--- src/rtl/clk_gate_pkg.sv ---
`default_nettype none
// ============================================================================
// Module      : clk_gate_pkg
// Description : Shared types and constants for the clock-gate enable
//               controller: FSM state encoding, default intervals and the
//               interval-counter width helper.
// Revision    : 1.0 - initial release
// ============================================================================
package clk_gate_pkg;

    // Controller states, 2-bit encoded
    typedef enum logic [1:0] {
        ST_OFF    = 2'd0,
        ST_WAKE   = 2'd1,
        ST_ACTIVE = 2'd2,
        ST_HOLD   = 2'd3
    } cg_state_t;

    localparam int DEF_WAKE_CYCLES = 2;
    localparam int DEF_IDLE_CYCLES = 4;

    // Width of a counter that has to reach an interval of 'cycles'
    function automatic int cnt_width(input int cycles);
        return $clog2(cycles + 1);
    endfunction

endpackage
`default_nettype wire

--- src/rtl/cg_interval_cnt.sv ---
`default_nettype none
// ============================================================================
// Module      : cg_interval_cnt
// Description : Loadable interval up-counter with terminal-count compare.
//               Load clears to zero; increments stop at the terminal value
//               so the counter never wraps.
// Revision    : 1.0 - initial release
// ============================================================================
module cg_interval_cnt
    import clk_gate_pkg::*;
#(
    parameter int TERMINAL = 2,
    parameter int WIDTH    = cnt_width(TERMINAL)
) (
    input  logic clk,
    input  logic rst_n,
    input  logic load,
    input  logic inc,
    output logic at_term
);

    localparam logic [WIDTH-1:0] c_term = WIDTH'(TERMINAL - 1);

    logic [WIDTH-1:0] r_count;
    logic             w_at_term;

    assign w_at_term = (r_count == c_term);
    assign at_term   = w_at_term;

    // Count register: cleared on state entry, held once terminal is reached
    always_ff @(posedge clk or negedge rst_n) begin
        if (!rst_n) begin
            r_count <= '0;
        end else if (load) begin
            r_count <= '0;
        end else if (inc && !w_at_term) begin
            r_count <= r_count + WIDTH'(1);
        end
    end

endmodule
`default_nettype wire

--- src/rtl/clk_gate_ctrl.sv ---
`default_nettype none
// ============================================================================
// Module      : clk_gate_ctrl
// Description : Enable-side controller for a clock-gating cell. Wakes the
//               gated clock on request, waits a settle interval before
//               granting, and gates the clock again after an idle interval.
//               Optional macro CG_STATS_EN enables the gated-cycle counter
//               on gated_cycles (tied to zero otherwise).
// Revision    : 1.0 - initial release
// ============================================================================
module clk_gate_ctrl
    import clk_gate_pkg::*;
#(
    parameter int NUM_REQ     = 2,
    parameter int WAKE_CYCLES = DEF_WAKE_CYCLES,
    parameter int IDLE_CYCLES = DEF_IDLE_CYCLES,
    parameter int CNT_W       = 16
) (
    input  logic               clk,
    input  logic               rst_n,
    input  logic [NUM_REQ-1:0] req,
    output logic [NUM_REQ-1:0] ack,
    input  logic               test_en,
    output logic               clk_en,
    output logic               clk_on,
    output logic [CNT_W-1:0]   gated_cycles
);

    cg_state_t r_state;
    cg_state_t w_state_next;
    logic      r_en;
    logic      w_any_req;
    logic      w_wake_load;
    logic      w_wake_inc;
    logic      w_wake_done;
    logic      w_idle_load;
    logic      w_idle_inc;
    logic      w_idle_done;

    assign w_any_req = |req;

    cg_interval_cnt #(
        .TERMINAL (WAKE_CYCLES)
    ) u_wake_cnt (
        .clk     (clk),
        .rst_n   (rst_n),
        .load    (w_wake_load),
        .inc     (w_wake_inc),
        .at_term (w_wake_done)
    );

    cg_interval_cnt #(
        .TERMINAL (IDLE_CYCLES)
    ) u_idle_cnt (
        .clk     (clk),
        .rst_n   (rst_n),
        .load    (w_idle_load),
        .inc     (w_idle_inc),
        .at_term (w_idle_done)
    );

    // Next-state and counter control; a returning request beats HOLD expiry
    always_comb begin
        w_state_next = r_state;
        w_wake_load  = 1'b0;
        w_wake_inc   = 1'b0;
        w_idle_load  = 1'b0;
        w_idle_inc   = 1'b0;
        case (r_state)
            ST_OFF: begin
                if (w_any_req) begin
                    w_state_next = ST_WAKE;
                    w_wake_load  = 1'b1;
                end
            end
            ST_WAKE: begin
                if (w_wake_done) begin
                    w_state_next = ST_ACTIVE;
                end else begin
                    w_wake_inc = 1'b1;
                end
            end
            ST_ACTIVE: begin
                if (!w_any_req) begin
                    w_state_next = ST_HOLD;
                    w_idle_load  = 1'b1;
                end
            end
            ST_HOLD: begin
                if (w_any_req) begin
                    w_state_next = ST_ACTIVE;
                end else if (w_idle_done) begin
                    w_state_next = ST_OFF;
                end else begin
                    w_idle_inc = 1'b1;
                end
            end
            default: begin
                w_state_next = ST_OFF;
            end
        endcase
    end

    // State register and glitch-free registered enable into the gate latch
    always_ff @(posedge clk or negedge rst_n) begin
        if (!rst_n) begin
            r_state <= ST_OFF;
            r_en    <= 1'b0;
        end else begin
            r_state <= w_state_next;
            r_en    <= (w_state_next != ST_OFF);
        end
    end

    assign clk_en = r_en | test_en;
    assign clk_on = (r_state == ST_ACTIVE) || (r_state == ST_HOLD);
    assign ack    = req & {NUM_REQ{r_state == ST_ACTIVE}};

`ifdef CG_STATS_EN
    logic [CNT_W-1:0] r_gated;

    // Saturating count of cycles spent with the clock gated
    always_ff @(posedge clk or negedge rst_n) begin
        if (!rst_n) begin
            r_gated <= '0;
        end else if ((r_state == ST_OFF) && (r_gated != {CNT_W{1'b1}})) begin
            r_gated <= r_gated + CNT_W'(1);
        end
    end

    assign gated_cycles = r_gated;
`else
    assign gated_cycles = '0;
`endif

endmodule
`default_nettype wire

--- config.mk ---
export PLATFORM = sky130hd
export DESIGN_NAME = clk_gate_ctrl
export DESIGN_NICKNAME = d
export VERILOG_FILES = /design/src/rtl/clk_gate_pkg.sv /design/src/rtl/cg_interval_cnt.sv /design/src/rtl/clk_gate_ctrl.sv
export SDC_FILE = /design/constraint.sdc
export NUM_CORES = 1
export LEC_CHECK = 0
export BUFFER_PORTS_ARGS = -buffer_cell sky130_fd_sc_hd__buf_4
export CAP_MARGIN = 20
export CORE_AREA = 4 4 41 43
export DETAILED_ROUTE_END_ITERATION = 8
export DIE_AREA = 0 0 45 47
export PLACE_DENSITY = 0.73
export SLEW_MARGIN = 20
export SYNTH_ARGS = -nofsm -noshare
export SYNTH_HDL_FRONTEND = slang
export SYNTH_SLANG_ARGS = --single-unit
export TNS_END_PERCENT = 10
--- constraint.sdc ---
create_clock -name clk -period 1.6 [get_ports clk]
set_input_delay 0.16 -clock clk [delete_from_list [all_inputs] [get_ports clk]]
set_output_delay 0.16 -clock clk [all_outputs]
set_load 0.02 [all_outputs]
==> impl_metrics.json, run 1 <==
{
  "layout.filler_cells": 144,
  "area_growth_pct": 8.79,
  "critical_path_required_ps": 1440,
  "globalRouteTotalUtil_pct": 11.0,
  "post-cts-setup-buffers": 0,
  "max_freq_ghz": 0.696,
  "total_power_density_per_cell_area_mw_per_mm2": 1010,
  "routed-wl-met2_um": 408,
  "grt_pass1_vias": 362,
  "effective_utilization_at_floorplan_pct": 43.8,
  "drc_errors": 0,
  "avgRoutedWirePerCell_um": 10.8,
  "num_vias": 434,
  "met3WireLength_um": 89,
  "critPathLaunchType": "flip-flop",
  "hpwl_um": 783,
  "number_of_max_cap_violations": 0,
  "regToRegSetupSlack_ps": 180,
  "dpl_cell_area_um2": 587,
  "pre_cts_slack_ps": 182,
  "dr.first_iter.drc_count": 7,
  "top_layer": "met4",
  "cts_inserted_buffers": 3,
  "leakage_nw": 0.322,
  "criticalPathCategory": "reg2out",
  "h_tree_depth_reported_by_cts": 1,
  "post_synth_num_cell_types": 24,
  "antenna_violations_before_repair": 0,
  "worst-path-max-fanout": 9,
  "worstSetupEndpointType": "output port",
  "finalWeightedCongestion": 0.824,
  "final_min_period_over_clock_period_pct": 89.8,
  "final_hold_viol_count": 0,
  "wirelength_met1_um": 453,
  "clock_tree_from_tritoncts": "built",
  "netlist.area_leader.share_pct": 35.2,
  "ys_seq_elements": 8,
  "run_status": "finished clean",
  "fin_ws_ps": 164,
  "viasPerCell": 4.77,
  "report.final.setup_viol": 0,
  "grt_start_max_net_pins": 11,
  "global_route_wire_length_before_repair_um": 1620,
  "fin_tns_setup_ps": 0,
  "route.final.wire_length_um": 984,
  "final_layout_size_suffix_gt1_share_pct": 18.4,
  "clockRootBuffer": "clkbuf_4",
  "clkSinkCount": 8,
  "synth_top_cells_by_area": "dfrtp_1 35%, buf_4 21%, ha_1 6.6%",
  "synth.avg_cell_area_um2": 8.63,
  "final_max_slew_viol_count": 0,
  "io_buffer_count": 8,
  "clk_latency_ps": 260,
  "layout.nets": 86,
  "final_core_utilization_pct": 47.6,
  "syn-instance-count": 66,
  "core_area_mm2": 0.00130,
  "final_common_cell": "conb_1",
  "row_count": 13,
  "cts_buffer_depth": 2,
  "final_cell_mix": "16 x conb_1, 10 x buf_4, 8 x dfrtp_1, 5 x nand2_1, 4 x o21ai_0",
  "syn_area_um2": 569,
  "io-pin-count": 25,
  "total_of_cells_resized_after_clock_tree_synthesis": 0,
  "synth_sequential_area_ratio_pct": 35.2,
  "rsz_0062_raised_after_global_routing": "false",
  "fin_worst_skew_ps": 1.38,
  "design_area_um2": 619,
  "drt_pass1_iterations": 4,
  "worstPathArrival_ps": 1280,
  "drt.antenna.violating_nets": 0,
  "ir_worst_vdd_mv": 0.468,
  "clk_pin_slew_worst_paths_ps": 50,
  "gr_ovfl_total": 0,
  "hold_wc_path_type": "in2reg",
  "p_total_w": 0.000624,
  "die_area_mm2": 0.00212,
  "finalCriticalPeriod_ps": 1440,
  "n_antenna_cell": 0,
  "die-width_um": 45,
  "yosysWarnings": 0,
  "synthDominantAreaCellType": "dfrtp_1",
  "die_height_um": 47
}
[path summary, 6_finish.rpt]
path	start	end	cells after the start
max	r_state[0]	ack[0]	3
min	req[0]	r_en	3
max reg2reg	u_idle_cnt.r_count[0]	u_idle_cnt.r_count[0]	4
min reg2reg	u_idle_cnt.r_count[2]	u_idle_cnt.r_count[2]	1
max in group asynchronous	rst_n	u_idle_cnt.r_count[1]	2
min in group asynchronous	rst_n	r_state[0]	2
[cell usage after synthesis]
cell and n:
buf_4 16, dfrtp_1 8, nand2_1 5, o21ai_0 4
a21oi_1 3, and3_1 3, ha_1 3, inv_1 3
nor3_1 3, clkbuf_1 2, nand3_1 2, nor2_1 2
a211o_1 1, a32o_1 1, a41oi_1 1, buf_2 1
conb_1 1, nand2b_1 1, nand4b_1 1, nor3b_1 1
nor4_1 1, o211ai_1 1, or2_2 1, or3b_1 1
[metrics by stage]
step,std cells,hold WS [ps]
global placement,87,-16.9
CTS,91,178
floorplan,81,-136
global route,91,192
finish,91,180
detailed placement,87,-15.3
[cell families (layout without fill, tap and decap cells)]
family,count (synthesis),after routing,share of synthesized area [%]
buffers and inverters,22,17,25.3
and+or+nand+nor,21,21,20.0
AOI/OAI and AO/OA,11,11,12.3
DFF,8,8,35.2
adders and majority gates,3,3,6.59
other,1,16,0.659
[worst max-delay path, cell delays in order (launching register included)]
cell and delay (ps):
dfrtp_1 500, inv_1 170, and3_1 200, buf_4 150
[cell type report]
cell class              count  area (µm²)  share of cell area (%)
multi-input cells          51         282                    45.5
flip-flops and latches      8         200                    32.3
repair buffers             11        85.1                    13.7
clock buffers               3        22.5                    3.64
well taps                  15        18.8                    3.03
inverters                   3        11.3                    1.82
[metal layers]
| layer | vias to the layer above | GRT usage (%) |
|---|---|---|
| li1 | 216 | - |
| met1 | 192 | 15.2 |
| met2 | 21 | 13.6 |
| met3 | 5 | 3.83 |
| met4 | 0 | 8.77 |
| met5 | - | 0 |
[flip-flops by register name, indices dropped and copies added (netlist names)]
register,flops
u_wake_cnt.r_count,2
u_idle_cnt.r_count,3
r_state,2
r_en,1
[power breakdown]
group / total [W] / internal, W / switching (W)
logic: 0.000194 / 0.0000744 / 0.000120
clock network: 0.000158 / 0.0000860 / 0.0000716
registers: 0.000273 / 0.000238 / 0.0000343
[timing repair]
| item | CTS | global route |
|---|---|---|
| endpoints found under the setup margin | 0 | 0 |
| hold endpoints to repair | 8 | 0 |
| hold buffers | 1 | 0 |
No activity file was read; power rests on OpenSTA's default activity.
==> run 2: changes to the inputs <==
--- a/config.mk
+++ b/config.mk
@@ -5,12 +5,14 @@
 export SDC_FILE = /design/constraint.sdc
 export NUM_CORES = 1
 export LEC_CHECK = 0
+export ABC_AREA = 1
 export BUFFER_PORTS_ARGS = -buffer_cell sky130_fd_sc_hd__buf_4
 export CAP_MARGIN = 20
 export CORE_AREA = 4 4 41 43
+export CTS_CLUSTER_DIAMETER = 150
 export DETAILED_ROUTE_END_ITERATION = 8
 export DIE_AREA = 0 0 45 47
-export PLACE_DENSITY = 0.73
+export PLACE_DENSITY = 0.74
 export SLEW_MARGIN = 20
 export SYNTH_ARGS = -nofsm -noshare
 export SYNTH_HDL_FRONTEND = slang
==> impl_metrics.json, run 2 <==
{
  "criticalPathCategory": "reg2out",
  "synth-edff-count": 0,
  "number_of_max_cap_violations": 0,
  "leakage_nw": 0.372,
  "die-width_um": 45,
  "total_power_density_per_cell_area_mw_per_mm2": 1460,
  "clk_latency_ps": 240,
  "dr.first_iter.drc_count": 2,
  "viasPerCell": 4.12,
  "hpwl_um": 728,
  "max_freq_ghz": 0.727,
  "final_layout_size_suffix_gt1_share_pct": 16.3,
  "io_buffer_count": 8,
  "grt_start_max_net_pins": 9,
  "cts_buffer_depth": 2,
  "netlist.area_leader.share_pct": 34.9,
  "core_area_mm2": 0.00130,
  "drc_errors": 0,
  "report.final.setup_viol": 0,
  "finalWeightedCongestion": 0.770,
  "syn_area_um2": 574,
  "final_cell_mix": "16 x inv_1, 16 x nand2_1, 16 x conb_1, 8 x buf_4, 8 x dfrtp_1",
  "drt_pass1_iterations": 2,
  "clockRootBuffer": "clkbuf_4",
  "die_area_mm2": 0.00212,
  "post-cts-setup-buffers": 0,
  "grt_pass1_vias": 360,
  "clkSinkCount": 8,
  "p_total_w": 0.000905,
  "layout.area.seq_um2": 200,
  "synthDominantAreaCellType": "dfrtp_1",
  "ir_worst_vdd_mv": 0.863,
  "design_area_um2": 618,
  "regMostFlops": "u_idle_cnt.r_count",
  "cts_inserted_buffers": 3,
  "die_height_um": 47,
  "final_hold_viol_count": 0,
  "num_vias": 416,
  "effective_utilization_at_floorplan_pct": 44.1,
  "synth_top_cells_by_area": "dfrtp_1 35%, buf_4 21%, inv_1 10%",
  "ys_seq_elements": 8,
  "yosysWarnings": 0,
  "synth_sequential_area_ratio_pct": 34.9,
  "io-pin-count": 25,
  "fin_tns_setup_ps": 0,
  "gr_ovfl_total": 0,
  "route.final.wire_length_um": 814,
  "global_route_wire_length_before_repair_um": 1300,
  "rsz_0062_raised_after_global_routing": "false",
  "critPathLaunchType": "flip-flop",
  "async_reset_ff_share_pct": 100,
  "layout.filler_cells": 130,
  "worstPathArrival_ps": 1220,
  "final_min_period_over_clock_period_pct": 85.9,
  "ys_dominant_reg_cell": "dfrtp_1",
  "multiInputGateArea_um2": 246,
  "drt.antenna.violating_nets": 0,
  "finalCriticalPeriod_ps": 1380,
  "reg.largest.list": "u_idle_cnt.r_count: 3 flops, r_state: 2 flops, u_wake_cnt.r_count: 2 flops",
  "layout.nets": 96,
  "dpl_cell_area_um2": 586,
  "row_count": 13,
  "run_status": "finished clean",
  "clk_pin_slew_worst_paths_ps": 50,
  "n_antenna_cell": 0,
  "avgRoutedWirePerCell_um": 8.06,
  "globalRouteTotalUtil_pct": 8.39,
  "syn-instance-count": 76,
  "area_growth_pct": 7.63,
  "post_synth_num_cell_types": 16,
  "final_max_slew_viol_count": 0,
  "synth.avg_cell_area_um2": 7.56,
  "worst-path-max-fanout": 6,
  "clock_tree_from_tritoncts": "built",
  "critical_path_required_ps": 1440,
  "worstSetupEndpointType": "output port",
  "largest_register_ff_count": 3,
  "post_synth_most_frequent_cells": "16 x buf_4, 16 x inv_1, 16 x nand2_1",
  "fin_worst_skew_ps": 2.66,
  "antenna_violations_before_repair": 0,
  "total_of_cells_resized_after_clock_tree_synthesis": 0,
  "hold_wc_path_type": "in2reg",
  "h_tree_depth_reported_by_cts": 1
}
run 2: changes by cell type after synthesis, sizes merged, moves of 2 or more:
cell | before | now
inv | 3 | 16
nand2 | 5 | 16
and3 | 3 | 0
nand4 | 0 | 3
nor3 | 3 | 0
a21oi | 3 | 1
nor2 | 2 | 4
o21ai | 4 | 2
run 2: critical path, cell delays in order (launching register included):
cell and delay [ps]:
dfrtp_1 440, inv_1 100, nor2_1 140, inv_1 70
nor2_1 90, buf_4 150
run 2: kinds of logic after synthesis:
family	count (synthesis)	synth area share, %
AO/OA/AOI/OAI	3	2.61
adder cells (fa/ha/maj)	3	6.54
buffers and inverters	33	32.0
flip-flops	8	34.9
other	1	0.653
AND/OR/NAND/NOR	28	23.3
run 2: worst paths after layout:
check | from | depth (start not counted) | slack, ps | end
max | r_state[1] | 5 | 220 | ack[0]
min | req[0] | 5 | 250 | u_idle_cnt.r_count[1]
max reg2reg | u_idle_cnt.r_count[0] | 6 | 310 | u_idle_cnt.r_count[2]
min reg2reg | u_wake_cnt.r_count[1] | 2 | 480 | u_wake_cnt.r_count[1]
max in group asynchronous | rst_n | 2 | 1200 | u_wake_cnt.r_count[0]
min in group asynchronous | rst_n | 2 | 270 | r_en
run 2: power breakdown:
| group | total [W] | internal (W) | leakage, nW | switching [W] |
|---|---|---|---|---|
| clock | 0.000141 | 0.0000849 | 0.0138 | 0.0000556 |
| combinational | 0.000407 | 0.000153 | 0.262 | 0.000254 |
| sequential | 0.000357 | 0.000288 | 0.0963 | 0.0000695 |
run 2: layout make-up:
type,count,share of cell area (%)
multi-input combinational,50,39.9
sequential,8,32.4
timing repair buffer,9,11.3
inverter,16,9.72
clock buffer,3,3.64
tap,15,3.04
run 2: stage by stage:
stage,utilization [%],cells,hold slack (ps),setup WS [ps]
floorplan,-,91,-136,389
global placement,45.0,97,-21.3,331
detailed placement,45.0,97,-19.9,306
CTS,47.5,101,258,191
global route,47.5,101,276,87.4
finish,47.5,101,252,225
run 2: layer usage:
layer / GRT usage (%) / share of wire, % / vias up
li1: - / - / 220
met1: 11.5 / 45 / 175
met2: 12.4 / 44 / 21
met3: 2.30 / 11 / 0
met4: 3.51 / 0 / 0
met5: 0 / 0 / -
run 2: timing repair:
item                       CTS  global route
hold buffers                 1             0
setup endpoints to repair    0             0
hold endpoints to repair     8             0
